--- src/rtl/fetch_ctrl_pkg.sv ---
// rtl/fetch_ctrl_pkg.sv - shared types and constants for the instruction fetch controller
package fetch_ctrl_pkg;

    localparam int WORD_W = 16;

    localparam logic [WORD_W-1:0] BUBBLE = 16'h0000;
    localparam logic [3:0]        HLT_OP = 4'b1111;

    typedef enum logic [1:0] {
        FETCH     = 2'd0,
        HALT_PEND = 2'd1,
        HALTED    = 2'd2
    } fetch_state_t;

    function automatic logic is_hlt(input logic [WORD_W-1:0] instr, input logic [3:0] op);
        return instr[WORD_W-1:WORD_W-4] == op;
    endfunction

endpackage

--- src/rtl/fetch_ctrl_dff.sv ---
// rtl/fetch_ctrl_dff.sv - enable-gated register with synchronous active-high reset
module fetch_ctrl_dff #(
    parameter int         WIDTH     = 16,
    parameter logic [WIDTH-1:0] RESET_VAL = '0
) (
    input  logic             clk,
    input  logic             rst,
    input  logic             wen,
    input  logic [WIDTH-1:0] d,
    output logic [WIDTH-1:0] q
);

    always_ff @(posedge clk) begin
        if (rst) begin
            q <= RESET_VAL;
        end else if (wen) begin
            q <= d;
        end
    end

endmodule

--- src/rtl/fetch_ctrl.sv ---
// rtl/fetch_ctrl.sv - PC sequencing and IF/ID register with stall, branch and halt handling
module fetch_ctrl #(
    parameter logic [15:0] RESET_PC = 16'h0000,
    parameter logic [15:0] BUBBLE   = fetch_ctrl_pkg::BUBBLE,
    parameter logic [3:0]  HLT_OP   = fetch_ctrl_pkg::HLT_OP
) (
    input  logic        clk,
    input  logic        rst,
    input  logic        stall,
    input  logic        hlt,
    input  logic        branch_taken,
    input  logic [15:0] branch_target,
    input  logic [15:0] imem_data,
    output logic [15:0] imem_addr,
    output logic [15:0] if_id_instr,
    output logic [15:0] if_id_pc_plus2,
    output logic        if_id_valid,
    output logic        halted,
    output logic [15:0] stall_cycles
);

    import fetch_ctrl_pkg::*;

    fetch_state_t state_q;
    fetch_state_t state_d;

    logic [WORD_W-1:0] pc_q;
    logic [WORD_W-1:0] pc_d;
    logic              pc_wen;
    logic [WORD_W-1:0] pc_plus2;

    logic [WORD_W-1:0] instr_d;
    logic [WORD_W-1:0] pp2_d;
    logic              valid_d;
    logic              ifid_wen;
    logic              stall_inc;

    assign pc_plus2 = pc_q + 16'd2;

    always_ff @(posedge clk) begin
        if (rst) begin
            state_q <= FETCH;
        end else begin
            state_q <= state_d;
        end
    end

    // One priority chain: hlt beats branch beats stall beats a normal fetch.
    always_comb begin
        state_d   = state_q;
        pc_d      = pc_q;
        pc_wen    = 1'b0;
        instr_d   = if_id_instr;
        pp2_d     = if_id_pc_plus2;
        valid_d   = if_id_valid;
        ifid_wen  = 1'b0;
        stall_inc = 1'b0;

        if (state_q != HALTED) begin
            if (hlt) begin
                state_d = HALTED;
            end else if (branch_taken) begin
                state_d  = FETCH;
                pc_d     = branch_target;
                pc_wen   = 1'b1;
                instr_d  = BUBBLE;
                pp2_d    = branch_target;
                valid_d  = 1'b0;
                ifid_wen = 1'b1;
            end else if (stall) begin
                stall_inc = 1'b1;
            end else if (state_q == FETCH) begin
                instr_d  = imem_data;
                pp2_d    = pc_plus2;
                valid_d  = 1'b1;
                ifid_wen = 1'b1;
                // The HLT word itself still enters IF/ID; only the PC stops advancing.
                if (is_hlt(imem_data, HLT_OP)) begin
                    state_d = HALT_PEND;
                end else begin
                    pc_d   = pc_plus2;
                    pc_wen = 1'b1;
                end
            end else begin
                instr_d  = BUBBLE;
                pp2_d    = pc_plus2;
                valid_d  = 1'b0;
                ifid_wen = 1'b1;
            end
        end
    end

    always_ff @(posedge clk) begin
        if (rst) begin
            stall_cycles <= 16'h0000;
        end else if (stall_inc && stall_cycles != 16'hFFFF) begin
            stall_cycles <= stall_cycles + 16'd1;
        end
    end

    fetch_ctrl_dff #(.WIDTH(WORD_W), .RESET_VAL(RESET_PC)) u_pc (
        .clk (clk),
        .rst (rst),
        .wen (pc_wen),
        .d   (pc_d),
        .q   (pc_q)
    );

    fetch_ctrl_dff #(.WIDTH(WORD_W), .RESET_VAL(BUBBLE)) u_if_id_instr (
        .clk (clk),
        .rst (rst),
        .wen (ifid_wen),
        .d   (instr_d),
        .q   (if_id_instr)
    );

    fetch_ctrl_dff #(.WIDTH(WORD_W), .RESET_VAL(16'h0000)) u_if_id_pc_plus2 (
        .clk (clk),
        .rst (rst),
        .wen (ifid_wen),
        .d   (pp2_d),
        .q   (if_id_pc_plus2)
    );

    fetch_ctrl_dff #(.WIDTH(1), .RESET_VAL(1'b0)) u_if_id_valid (
        .clk (clk),
        .rst (rst),
        .wen (ifid_wen),
        .d   (valid_d),
        .q   (if_id_valid)
    );

    assign imem_addr = pc_q;
    assign halted    = (state_q == HALTED);

endmodule

--- config.mk ---
export PLATFORM = sky130hd
export DESIGN_NAME = fetch_ctrl
export DESIGN_NICKNAME = d
export VERILOG_FILES = /design/src/rtl/fetch_ctrl_pkg.sv /design/src/rtl/fetch_ctrl_dff.sv /design/src/rtl/fetch_ctrl.sv
export SDC_FILE = /design/constraint.sdc
export NUM_CORES = 1
export LEC_CHECK = 0
export BUFFER_PORTS_ARGS = -buffer_cell sky130_fd_sc_hd__clkbuf_2
export CAP_MARGIN = 20
export CELL_PAD_IN_SITES_DETAIL_PLACEMENT = 1
export CELL_PAD_IN_SITES_GLOBAL_PLACEMENT = 2
export CORE_AREA = 2 2 103 124
export DETAILED_ROUTE_END_ITERATION = 8
export DIE_AREA = 0 0 105 126
export GPL_TIMING_DRIVEN = 0
export PLACE_DENSITY_LB_ADDON = 0.1
export SLEW_MARGIN = 40
export SYNTH_ARGS = -nofsm -noshare
export SYNTH_HDL_FRONTEND = slang
export SYNTH_SLANG_ARGS = --single-unit
--- constraint.sdc ---
create_clock -name clk -period 1.7 [get_ports clk]
set_input_delay 0.17 -clock clk [delete_from_list [all_inputs] [get_ports clk]]
set_output_delay 0.17 -clock clk [all_outputs]
set_load 0.005 [all_outputs]
* Word-level counts from Yosys, hierarchy flattened *
Index checks and enable logic that the tools add are counted.

operators by class
  $add $sub $neg = 2
  $mul = 0
  div/mod/pow operators = 0
  order comparisons = 0
  equality and inequality tests = 7
  shift-type cells = 0
  mux-type cells = 31
  bitwise operators = 1
  reduce and logical (&&, ||, !) cells = 8

operators by type and width
  kind                                           count
  two-way mux 16 bit                             9
  two-way mux 1 bit                              17
  adder 16 x 1 -> 16 bit, second input constant  1
  adder 16 x 2 -> 16 bit, second input constant  1
  != test 16 bit, second input constant          1
  two-way mux 2 bit                              5
  AND reduction 4 bit                            2
  AND reduction 6 bit                            1
  nonzero test 3 bit                             2
  equality test 4 bit, second input constant     1
  != test 2 bit, second input constant           2
  != test 3 x 1 -> 1 bit, second input constant  1
  equality test 2 bit, second input constant     1
  zero test 2 bit                                1
  != test 2 x 1 -> 1 bit, second input constant  1
  nonzero test 2 bit                             1
  logical AND 1 bit                              1
  inverter 1 bit                                 1

word-level totals
  flip-flop bits (word level) = 67
  bits in latches = 0
  memory bits (writable) = 0
  ROM bits = 0
  input port bits = 37
  output and inout bits = 66
  word-level logic and storage cells = 55
  memories kept = 0

* Logic depth before layout (Yosys ltp) *
Gate-level depths: netlist of run 1.

  word-level depth = 8
  depth in mapped cells = 8
  gate-level depth less buffers = 6

* Hierarchy *
From an unflattened synthesis of run 1, not the netlist that was laid out.

unflattened totals
  cells, all modules = 469
  area, all modules = 3,976.3 um^2

by module, submodules not included
  module                              instances  cells each  area each (um^2)  sequential area each (um^2)
  fetch_ctrl                          1          310         2,200.9           360.3
  fetch_ctrl_dff (u_if_id_instr ...)  3          52          580.6             320.3
  fetch_ctrl_dff (u_if_id_valid)      1          3           33.8              20.0

* Worst setup path after synthesis of run 1 *
No wires, ideal clock.

  kind = flip-flop to flip-flop
  from = register u_pc.q[3]
  to = register u_pc.q[14]
  library setup time = 122 ps
  arrival time = 1,598 ps
  data required time = 1,578 ps
  slack = -20 ps
  stages on the path, launching flop included = 6
  path buffers = 0
  clock period less this slack = 1,720 ps
  path through = dfxtp_1 > nand4_4 > or2_1 > or4_4 > o311ai_4 > o21ai_2

on the way
  cells in the longest elaborated chain, start to end = 5

RTL lines
  what                      RTL line              text
  start: declaration        fetch_ctrl_dff.sv:10  output logic [WIDTH-1:0] q
  start signal: assignment  fetch_ctrl_dff.sv:15  q <= RESET_VAL;
  start signal: assignment  fetch_ctrl_dff.sv:17  q <= d;
  adder 16 x 2 -> 16 bit    fetch_ctrl.sv:38      assign pc_plus2 = pc_q + 16'd2;
  two-way mux 16 bit        fetch_ctrl.sv:78      if (is_hlt(imem_data, HLT_OP)) begin
  two-way mux 16 bit        fetch_ctrl.sv:72      end else if (state_q == FETCH) begin
  two-way mux 16 bit        fetch_ctrl.sv:70      end else if (stall) begin
  two-way mux 16 bit        fetch_ctrl.sv:62      end else if (branch_taken) begin

No other way between the ends. The select of a mux whose other input is x is not followed.
A chain may end at the register's enable or synchronous reset.

* Worst setup path in the final report of run 1 *
  from = register state_q[0]
  to = register u_pc.q[5]

on the way
  cells in the longest elaborated chain, start to end = 7
  elaborated cells on any way between the ends = 9
  those cells by class = 1 x eq/ne; 5 x mux; 3 x reduce/logical

RTL lines
  what                             RTL line          text
  start: declaration               fetch_ctrl.sv:24  fetch_state_t state_q;
  start signal: assignment         fetch_ctrl.sv:44  state_q <= state_d;
  zero test 2 bit                  fetch_ctrl.sv:72
  two-way mux 1 bit                fetch_ctrl.sv:72
  two-way mux 1 bit                fetch_ctrl.sv:70
  two-way mux 1 bit                fetch_ctrl.sv:62
  two-way mux 1 bit                fetch_ctrl.sv:60  if (hlt) begin
  two-way mux 1 bit                fetch_ctrl.sv:59  if (state_q != HALTED) begin
  AND reduction 6 bit (no line) *  -

Mark *: on every way between the ends. The rest lies on a longest branch, timed or not.

==> impl_results.md, run 1 <==
* Result of the run: finished, final reports clean
* Number of max-slew violations in the final report at 0
* Final WL at 10.5 mm
* Mean cell area of the mapped netlist at 8.50 um2
* Max Fclk at 589 MHz
* Beginning of the worst register-to-register path: state_q[0]
* CP peak stage delay at 350 ps
* CP endpoint kind: flip-flop
* Number of antenna violations at the first check in global routing at 0
* Final number of hold-violating endpoints at 0
* Dominant cell type by count on the critical path: buf_6
* Minimum hold slack at 75.8 ps
* Routability-driven placement congestion ratio at around 0.73
* Relative area change from synthesis to final layout at 43.6%
* Area inside the core boundary at 12000 um2
* Number of synthesized flops with an enable pin at 0
* Arrival @ worst endpoint at approximately 2000 ps
* Share of layout cells above drive strength 1 at 0.389
* Post-synthesis instance area at 3070 um2
* Leakage dissipation at 1.80 nW
* Clk pin slew, worst setup/hold paths at roughly 60 ps
* Count of fill cells added during filler insertion at 1464
* Die width at around 110 um
* Critical path launch point: state_q[0]
* Critical Path Slowest Stage Cell: or3_4
* Hold crit path type: input port to flip-flop
* Starting utilization of the core area at 0.256
* Setup TNS at 0 ps
* Number of standard-cell rows in the floorplan at 44
* Wirelength per Cell at 16.2 um
* Inserted Clock Buffers at 9
* Asr flop ratio synth at 0
* Startpoint kind of the worst setup timing path: flip-flop
* H-tree levels at 3
* Number of antenna diodes at 0
* Type of the worst setup path: flip-flop to flip-flop
* Count of state elements after synthesis at 67
* Headroom to the max-slew limit at 0.593
* Setup repair after global routing missed its margin: true
* Hold wc startpoint: imem_data[8]
* DRC marker count from the first detailed-route iteration at 67
* TritonCTS clock tree: built
* Initial DRT Pass Iterations at 4
* Cell breakdown of the critical path: nand2b_4 -> inv_4 -> or3_4 -> buf_6 -> nor2_4 -> buf_6 -> nand2_1 -> a21oi_1
* Number of port buffers at 102
* Primary flip-flop cell chosen by synthesis mapping: dfxtp_1
* TritonCTS Sinks at 67
* Number of distinct library cell variants in the gate-level netlist after synthesis at 43
* Buffers plus inverters on the worst setup path at 3
* Final-stage net count at 524
* Highest ir drop seen on vdd at about 0.44 mV
* Clock tree root driver cell: clkbuf_16
* Top-level I/O count at 103
* Final Critical Period at 1700 ps
* Family of cells with the greatest summed delay on the critical path: simple AND/OR/NAND/NOR gates
* Global-route wire length before repair at 16.8 mm
* CTS Hold Buffers Added at 0
* Final worst path period share at 0.998
* Post-synthesis cell count at around 360
* DP Wirelength at 7.59 mm
* Number of buffers on the longest clock path at 2
* Overall via count from detail_route at 3103
* Y dimension of the die at between 100 and 150 um
* Data required time of the worst path at between 1500 and 2000 ps
* Least-Margin Pin Slew at 611 ps
* Number of max-capacitance violations reported at 0
* Number of DRC violations after detailed routing at 0
* Overall overflow remaining after global route at 0
* Vias in the first global route at 3125
* Sequential area share after synthesis at 0.437
* Total of endpoints with negative setup slack in the final report at 0
* Final antenna-violating net count at 0
* Pin count of the biggest net entering global routing at 11
* Clk_lat worst skew at ~330 ps
* Total power per unit cell area at 884 nW/um2
* Die Footprint at 13200 um2
* CP Max Fanout at 6
* Avg Vias per Cell at 4.77
* Global Route Usage Sum at 0.163
* Worst Clk Skew at approximately 3.8 ps
* Yosys warning total at 0
* Number of nets produced by synthesis at 400
-- worst reg2reg max path, stage by stage (launching register included) --
cell and delay, ps:
dfxtp_2 320, nand2b_4 130, inv_4 40, or3_4 350, buf_6 140, nor2_4 260
buf_6 190, nand2_1 70, a21oi_1 120
-- layout make-up --
class | instances | area, um2 | share of cell area
multi-input combinational | 260 | 1780 | 0.404
sequential | 67 | 1370 | 0.310
timing repair buffer | 114 | 617 | 0.140
clock buffer | 13 | 270 | 0.0613
tap | 161 | 201 | 0.0457
buffer | 20 | 109 | 0.0247
inverter | 13 | 51.3 | 0.0116
clock inverter | 2 | 10.0 | 0.00227
-- metal layers --
layer	vias up	global-route usage	wire, um
li1	1531	-	-
met1	1493	0.200	4520
met2	69	0.279	5350
met3	10	0.0336	506
met4	0	0.0635	147
met5	-	0	0
-- cell usage in the layout (no fill, tap or decap), types with 3 or more instances in the layout --
cell type and n:
nand2_2 4, buf_6 3, nor2b_1 4, clkbuf_8 3, o211ai_1 7, dfxtp_1 54, buf_4 10, a21oi_1 18
a211oi_1 8, clkbuf_1 10, nor3_1 8, xor2_1 8, nand4_1 7, clkbuf_16 9, nor4_2 5, a22oi_1 16
xnor2_1 16, dfxtp_2 10, nor2_1 43, dfxtp_4 3, nor4_1 4, clkbuf_2 104, clkbuf_4 3, inv_1 12
o21ai_0 7, nand2b_1 6, a21oi_2 3, buf_2 4, nand3_1 9, nand3b_1 6, mux2i_1 5, nand2_1 33
-- synthesized netlist by cell type (all sizes together) (6+ instances only) --
master,instances,area share
a211oi,8,0.020
a21oi,21,0.034
a22oi,16,0.039
clkbuf,16,0.020
dfxtp,67,0.44
inv,13,0.016
mux2i,6,0.020
nand2,37,0.045
nand2b,8,0.017
nand3,10,0.016
nand3b,6,0.015
nand4,8,0.021
nor2,45,0.058
nor3,11,0.018
nor4,11,0.022
o211ai,7,0.017
o21ai,10,0.019
xnor2,16,0.046
xor2,8,0.023
-- repair_timing --
action                                  CTS  global route
gates resized for setup                  33            36
endpoints found under the setup margin   54            54
cloned                                    1             0
setup buffers                             5             6
pin swaps                                 2            10
-- path summary, 6_finish.rpt --
path                                          endpoint  slack, ps  cells past startpoint
worst max-delay path                         u_pc.q[5]          4                      8
worst min-delay path                u_if_id_instr.q[8]         80                      3
worst max register to register               u_pc.q[5]          4                      8
worst min register to register  u_if_id_pc_plus2.q[11]        450                      2
-- logic make-up after synthesis --
group / Yosys count / synth area share
fa+ha+maj: 2 / 0.00816
compound gates: 76 / 0.169
xor+xnor: 24 / 0.0685
buf+inv: 34 / 0.0440
simple gates: 152 / 0.253
mux: 6 / 0.0196
flops: 67 / 0.437
-- metrics by stage --
step	power [mW]	cells	cell area, um2	setup WS, ps	utilization
after floorplan	1.90	361	3070	13.2	-
after global placement	2.09	624	3780	-377	0.315
after detailed placement	2.09	624	3790	-234	0.316
after CTS	3.93	644	4210	4.75	0.351
after global routing	4.09	650	4410	-91.0	0.367
final	3.90	650	4410	3.63	0.367
-- where the power goes --
group          internal [mW]  leakage [nW]  total [mW]  switching (mW)
logic                  0.185          1.10       0.431           0.246
clock network           1.09         0.141        1.79           0.694
registers               1.62         0.550        1.68          0.0527
-- flip-flops by register name, summed over array words and instances (netlist names) --
register	cells
stall_cycles	16
u_if_id_instr.q	16
u_if_id_pc_plus2.q	16
state_q	2
u_if_id_valid.q	1
u_pc.q	16
Note: power is estimated with default switching activity, not from simulation.
==> run 2: changes to the inputs <==
CORE_AREA = 2 2 99 120   (was 2 2 103 124)
DIE_AREA = 0 0 101 122   (was 0 0 105 126)
REMOVE_ABC_BUFFERS = 1   (was not set)
clock period = 1.6 ns   (was 1.7 ns; I/O delays follow)
==> run 2 against run 1 <==
- clock power increased by 12%
- critical path depth decreased by 1
- worst hold slack got worse by 13 ps
- design area increased by 3.7%
- utilization increased by 3.7 points
- setup slack improved by 2.1 ps
- largest cell class unchanged
- non-clock buffer count increased by 4
- clock skew increased by 5.2 ps
- wire length decreased by 7.3%
- fmax increased by 6.4%
- sequential power increased by 5%
- cell count decreased by 3.1%
- highest routed layer unchanged
==> impl_results.md, run 2 (synthesized netlist as in run 1, its figures left out) <==
* Cell breakdown of the critical path: nand2b_4 -> inv_6 -> or3_4 -> nor2_4 -> buf_6 -> a21oi_2 -> a311oi_1
* Number of max-capacitance violations reported at 0
* Hold crit path type: input port to flip-flop
* Clk pin slew, worst setup/hold paths at 60 ps
* Most used cells in the layout excluding fill and tap cells: clkbuf_2, dfxtp_1, nor2_1, nand2_1, buf_4
* TritonCTS Sinks at 67
* Area inside the core boundary at 11300 um2
* Vias in the first global route at approximately 3.1k
* Headroom to the max-slew limit at 0.659
* Global Route Usage Sum at 0.158
* Total power per unit cell area at 925 nW/um2
* Starting utilization of the core area at 0.272
* Overall via count from detail_route at between 3k and 4k
* Leakage dissipation at approximately 1.9 nW
* CP Max Fanout at 4
* Setup repair after global routing missed its margin: true
* Top-level I/O count at around 100
* Number of buffers on the longest clock path at 2
* Overall overflow remaining after global route at 0
* Buffers plus inverters on the worst setup path at 2
* Number of DRC violations after detailed routing at 0
* Finished layout cell area at 4570 um2
* Final Critical Period at 1590 ps
* Startpoint kind of the worst setup timing path: flip-flop
* Inst Count DP at 579
* Final worst path period share at 0.996
* Data required time of the worst path at 1830 ps
* Utilization after layout at 0.404
* Die Footprint at 12300 um2
* Y dimension of the die at ~120 um
* Least-Margin Pin Slew at 512 ps
* H-tree levels at 3
* CP endpoint kind: flip-flop
* Final WL at 9.76 mm
* Result of the run: finished, final reports clean
* Number of max-slew violations in the final report at 0
* Number of antenna violations at the first check in global routing at 0
* Minimum setup slack in the final design at about 5.7 ps
* Initial DRT Pass Iterations at 5
* DRC marker count from the first detailed-route iteration at 80
* Share of layout cells above drive strength 1 at 0.430
* DP Wirelength at 6.19 mm
* Post-route insts no fill at 630
* Avg Vias per Cell at 4.89
* Number of standard-cell rows in the floorplan at 43
* Family of cells with the greatest summed delay on the critical path: simple AND/OR/NAND/NOR gates
* TritonCTS clock tree: built
* Max Fclk at 627 MHz
* Clock tree root driver cell: clkbuf_16
* Final-stage net count at 529
* Number of port buffers at 102
* Global-route wire length before repair at 15.1 mm
* CP peak stage delay at 400 ps
* Die width at 101 um
* CTS Hold Buffers Added at 0
* Routability-driven placement congestion ratio at 0.712
* Minimum hold slack at 62.4 ps
* Setup TNS at 0 ps
* Cell area after placement at between 3000 and 4000 um2
* Type of the worst setup path: flip-flop to flip-flop
* Arrival @ worst endpoint at 1830 ps
* Inserted Clock Buffers at 9
* Total of endpoints with negative setup slack in the final report at 0
* Clk_lat worst skew at around 340 ps
* Leading cell type in the layout, fill and taps excluded: clkbuf_2
* Critical Path Slowest Stage Cell: or3_4
* Highest ir drop seen on vdd at roughly 0.42 mV
* Number of antenna diodes at 0
* Relative area change from synthesis to final layout at 48.9%
* Final number of hold-violating endpoints at 0
* Worst slack at placement at -953 ps
* Wirelength per Cell at around 15 um
* Register-to-register path setup slack at roughly 5.7 ps
* Total Power Consumption at 4.23 mW
* Count of fill cells added during filler insertion at 1361
* Final antenna-violating net count at 0
* Worst Clk Skew at between 8 and 9 ps
* Pin count of the biggest net entering global routing at 75
==> run 2: cell count changes in the layout (fill, tap and decap cells not counted), sizes merged <==
cell	before	now
clkinv	2	3
buf	18	36
clkbuf	129	113
or3	3	4
bufinv	0	1
clkinvlp	0	1
==> run 2: worst min-delay path, cell delays in order <==
cell      delay [ps]
clkbuf_2          70
a22oi_1           50
nor2_1            70
==> run 2: worst paths after layout <==
path | to | cells past startpoint | startpoint
setup / recovery | u_pc.q[1] | 7 | state_q[0]
hold / removal | u_if_id_instr.q[2] | 3 | imem_data[2]
setup reg to reg | u_pc.q[1] | 7 | state_q[0]
hold reg to reg | u_if_id_pc_plus2.q[6] | 2 | u_if_id_pc_plus2.q[6]
==> run 2: routing by layer <==
layer	global-route usage	wire (um)
met1	0.186	4280
met2	0.281	4940
met3	0.0275	375
met4	0.0684	164
met5	0	0
==> run 2: report_power, final <==
part           internal [mW]  total [mW]  switching [mW]
combinational          0.211       0.463           0.252
clock                   1.24        2.00           0.756
sequential              1.72        1.77          0.0477
==> run 2: area by class of cell <==
class	instances	area [um2]	share of cell area
multi-input cells	261	1860	0.407
flip-flops and latches	67	1380	0.302
repair buffers	138	811	0.177
clock buffers	11	243	0.0531
well taps	135	169	0.0370
inverters	13	53.8	0.0118
clock inverters	5	52.6	0.0115
==> run 2: timing repair <==
| item | CTS | global route |
|---|---|---|
| resized for setup | 36 | 43 |
| pin swaps | 10 | 13 |
| endpoints found under the hold margin | 0 | 0 |
| buffers inserted | 24 | 10 |
| cloned | 1 | 0 |
| endpoints found under the setup margin | 61 | 55 |
==> run 3: changes to the inputs <==
ABC_AREA = 1   (was not set)
CORE_AREA = 2 2 105 128   (was 2 2 99 120)
DIE_AREA = 0 0 107 130   (was 0 0 101 122)
==> run 3 against run 2 <==
- sequential share of layout area fell by 1.4 points
- die area rose by 13%
- non-clock buffer count fell by 23
- global-route usage rose by 1.6 points
- total power rose by 10%
- highest routed layer unchanged
==> impl_results.md, run 3 <==
* TritonCTS clock tree: built
* Startpoint kind of the worst setup timing path: flip-flop
* Relative area change from synthesis to final layout at 40.1%
* Total power per unit cell area at 990 nW/um2
* Total of endpoints with negative setup slack in the final report at 0
* Number of stages on the worst setup path at 9
* Global Route Usage Sum at 0.174
* Dominant cell type by count on the critical path: nand2_1
* Result of the run: finished, final reports clean
* Least-Margin Pin Slew at roughly 600 ps
* Number of synthesized flops with an enable pin at 0
* Power share of the clock group at 0.443
* Die width at ~110 um
* Highest ir drop seen on vdd at 0.536 mV
* Cell breakdown of the critical path: ha_4 -> nand2_1 -> nor2_4 -> nand3_4 -> nand2_8 -> buf_12 -> nand2_4 -> nand2_1 -> a21oi_1
* Number of antenna violations at the first check in global routing at 0
* Number of buffers on the longest clock path at 2
* Die Footprint at ~14000 um2
* CP endpoint kind: flip-flop
* Area inside the core boundary at 12800 um2
* Max Fclk at 662 MHz
* Post-synthesis cell count at 502
* Cell area after placement at about 4000 um2
* Final Critical Period at 1510 ps
* Sequential share of power at 0.399
* Family of cells with the greatest summed delay on the critical path: simple AND/OR/NAND/NOR gates
* Cell types with the largest area share after synthesis: dfxtp_1, nand2_1, nand3_1
* Avg Vias per Cell at 4.65
* Primary flip-flop cell chosen by synthesis mapping: dfxtp_1
* Number of DRC violations after detailed routing at 0
* Data required time of the worst path at 1800 ps
* Leading post-synthesis cells by instance count: nand2_1, dfxtp_1, nand3_1
* DP Wirelength at 7.58 mm
* Final WL at 12.2 mm
* Arrival @ worst endpoint at 1710 ps
* Worst reg2reg path depth at 9
* Yosys warning total at 0
* Sequential area share after synthesis at 0.399
* Net switching fraction of the power at 0.290
* Leakage dissipation at 2.07 nW
* Routability-driven placement congestion ratio at 0.712
* H-tree levels at 3
* GRT busiest layer: met2
* Final antenna-violating net count at 0
* Top-level I/O count at 103
* Worst Clk Skew at around 6.5 ps
* Post-synthesis instance area at 3360 um2
* Initial DRT Pass Iterations at 4
* Wirelength per Cell at 15.5 um
* Minimum hold slack at approximately 78 ps
* Cell internal power dissipation at 3.31 mW
* Leading cell type in the layout, fill and taps excluded: nand2_1
* Share of layout cells above drive strength 1 at 0.294
* CP Max Fanout at 7
* Starting utilization of the core area at 0.262
* Register-to-register path setup slack at about 90 ps
* Pin count of the biggest net entering global routing at 43
* Final number of hold-violating endpoints at 0
* Setup TNS at 0 ps
* Final-stage net count at 652
* Inserted Clock Buffers at 9
* Global-route wire length before repair at 18.8 mm
* Number of cells traversed by the worst hold path at 3
* Buffers plus inverters on the worst setup path at 1
* CTS Hold Buffers Added at 0
* Relative contribution of combinational cells to total power at 0.158
* Most used cells in the layout excluding fill and tap cells: nand2_1, clkbuf_2, dfxtp_1, nand3_1, nor2_1
* Library cell with the largest summed area after synthesis: dfxtp_1
* Number of antenna diodes at 0
* CP peak stage delay at between 300 and 400 ps
* Vias in the first global route at 3637
* Most frequent cell after synthesis: nand2_1
* Count of state elements after synthesis at 67
* Utilization after layout at 0.367
* Asr flop ratio synth at 0
* Number of max-slew violations in the final report at 0
* Global Route met3 Usage at 0.0305
* Net switching power at about 1.4 mW
* Headroom to the max-slew limit at 0.601
* Routing usage on met1 at 0.204
* Clock tree root driver cell: clkbuf_16
* Number of port buffers at 102
* Met2 usage in global routing at 0.324
* Type of the worst setup path: flip-flop to flip-flop
* Clk pin slew, worst setup/hold paths at around 60 ps
* Number of distinct library cell variants in the gate-level netlist after synthesis at 24
* Critical Path Slowest Stage Cell: dfxtp_4
* Area fraction of the dominant cell type after synthesis at 0.399
* DRC marker count from the first detailed-route iteration at 97
* Number of standard-cell rows in the floorplan at 46
* Final worst path period share at 0.944
* Hold crit path type: input port to flip-flop
* Overall via count from detail_route at 3655
* Y dimension of the die at 130 um
* Overall overflow remaining after global route at 0
* Mean cell area of the mapped netlist at 6.70 um2
* TritonCTS Sinks at 67
* Number of max-capacitance violations reported at 0
* Finished layout cell area at 4710 um2
* Clk_lat worst skew at 340 ps
==> run 3: changes by cell type after synthesis, moves of 7 or more <==
cell	before	now
a211oi_1	8	0
a21oi_1	21	43
a22oi_1	16	0
inv_1	12	44
nand2_1	37	142
nand2b_1	7	0
nand3_1	10	55
nor2_1	44	51
nor3_1	11	0
nor4_1	11	0
o211ai_1	7	0
o21a_1	0	9
o21ai_0	8	25
xnor2_1	16	6
==> run 3: per-layer routing <==
| layer | routed length (um) | vias up |
|---|---|---|
| li1 | - | 1853 |
| met3 | 431 | 14 |
| met1 | 5070 | 1715 |
| met4 | 209 | 0 |
| met5 | 0 | - |
| met2 | 6480 | 73 |
==> run 3: stage by stage <==
step / std cells / total power [mW] / worst slack, ps
2_1_floorplan: 480 / 2.19 / -489
3_3_place_gp: 750 / 2.48 / -2280
3_5_place_dp: 750 / 2.50 / -1660
4_1_cts: 775 / 4.66 / 0.193
5_1_grt: 786 / 4.91 / -3.40
6_report: 786 / 4.66 / 90.0
==> run 3: final timing paths <==
check	to	startpoint
worst max-delay path	stall_cycles[6]	stall_cycles[0]
worst min-delay path	u_if_id_instr.q[6]	imem_data[6]
worst max register to register	stall_cycles[6]	stall_cycles[0]
worst min register to register	u_if_id_instr.q[0]	u_if_id_instr.q[0]
==> run 3: repair_timing <==
item / 4_1_cts / 5_1_grt
endpoints found under the setup margin: 66 / 42
gates cloned: 4 / 3
buffers inserted: 5 / 8
hold endpoints to repair: 0 / 0
resized for setup: 26 / 37
pin swaps: 5 / 10
==> run 3: cells by family (layout without fill, tap and decap cells) <==
family / count (synthesis) / in the layout / share of synthesized area
simple gates: 268 / 273 / 0.336
compound gates: 84 / 84 / 0.138
buf+inv: 69 / 180 / 0.0885
flops: 67 / 67 / 0.399
xor+xnor: 12 / 12 / 0.0312
fa+ha+maj: 2 / 2 / 0.00744
==> run 3: worst register-to-register path, delay by kind of cell (launching register included) <==
| kind | cells | cell delay [ps] |
|---|---|---|
| flops | 1 | 390 |
| compound gates | 1 | 70 |
| fa+ha+maj | 1 | 140 |
| simple gates | 6 | 670 |
| buf+inv | 1 | 110 |
==> run 3: cell type report <==
class | count | area [um2]
Timing Repair inverter | 2 | 25.0
Clock buffer | 10 | 239
Inverter | 47 | 201
Clock inverter | 6 | 65.1
Timing Repair Buffer | 115 | 663
Fill cell | 1649 | 8120
Tap cell | 168 | 210
Sequential cell | 67 | 1360
Multi-Input combinational cell | 371 | 1950
==> run 3: power by group through the flow <==
stage	sequential, mW	combinational, mW	clock [mW]
detailed placement	1.89	0.604	0
CTS	1.86	0.680	2.12
global route	1.88	0.832	2.20
global placement	1.89	0.592	0
floorplan	1.88	0.309	0
finish	1.86	0.736	2.07
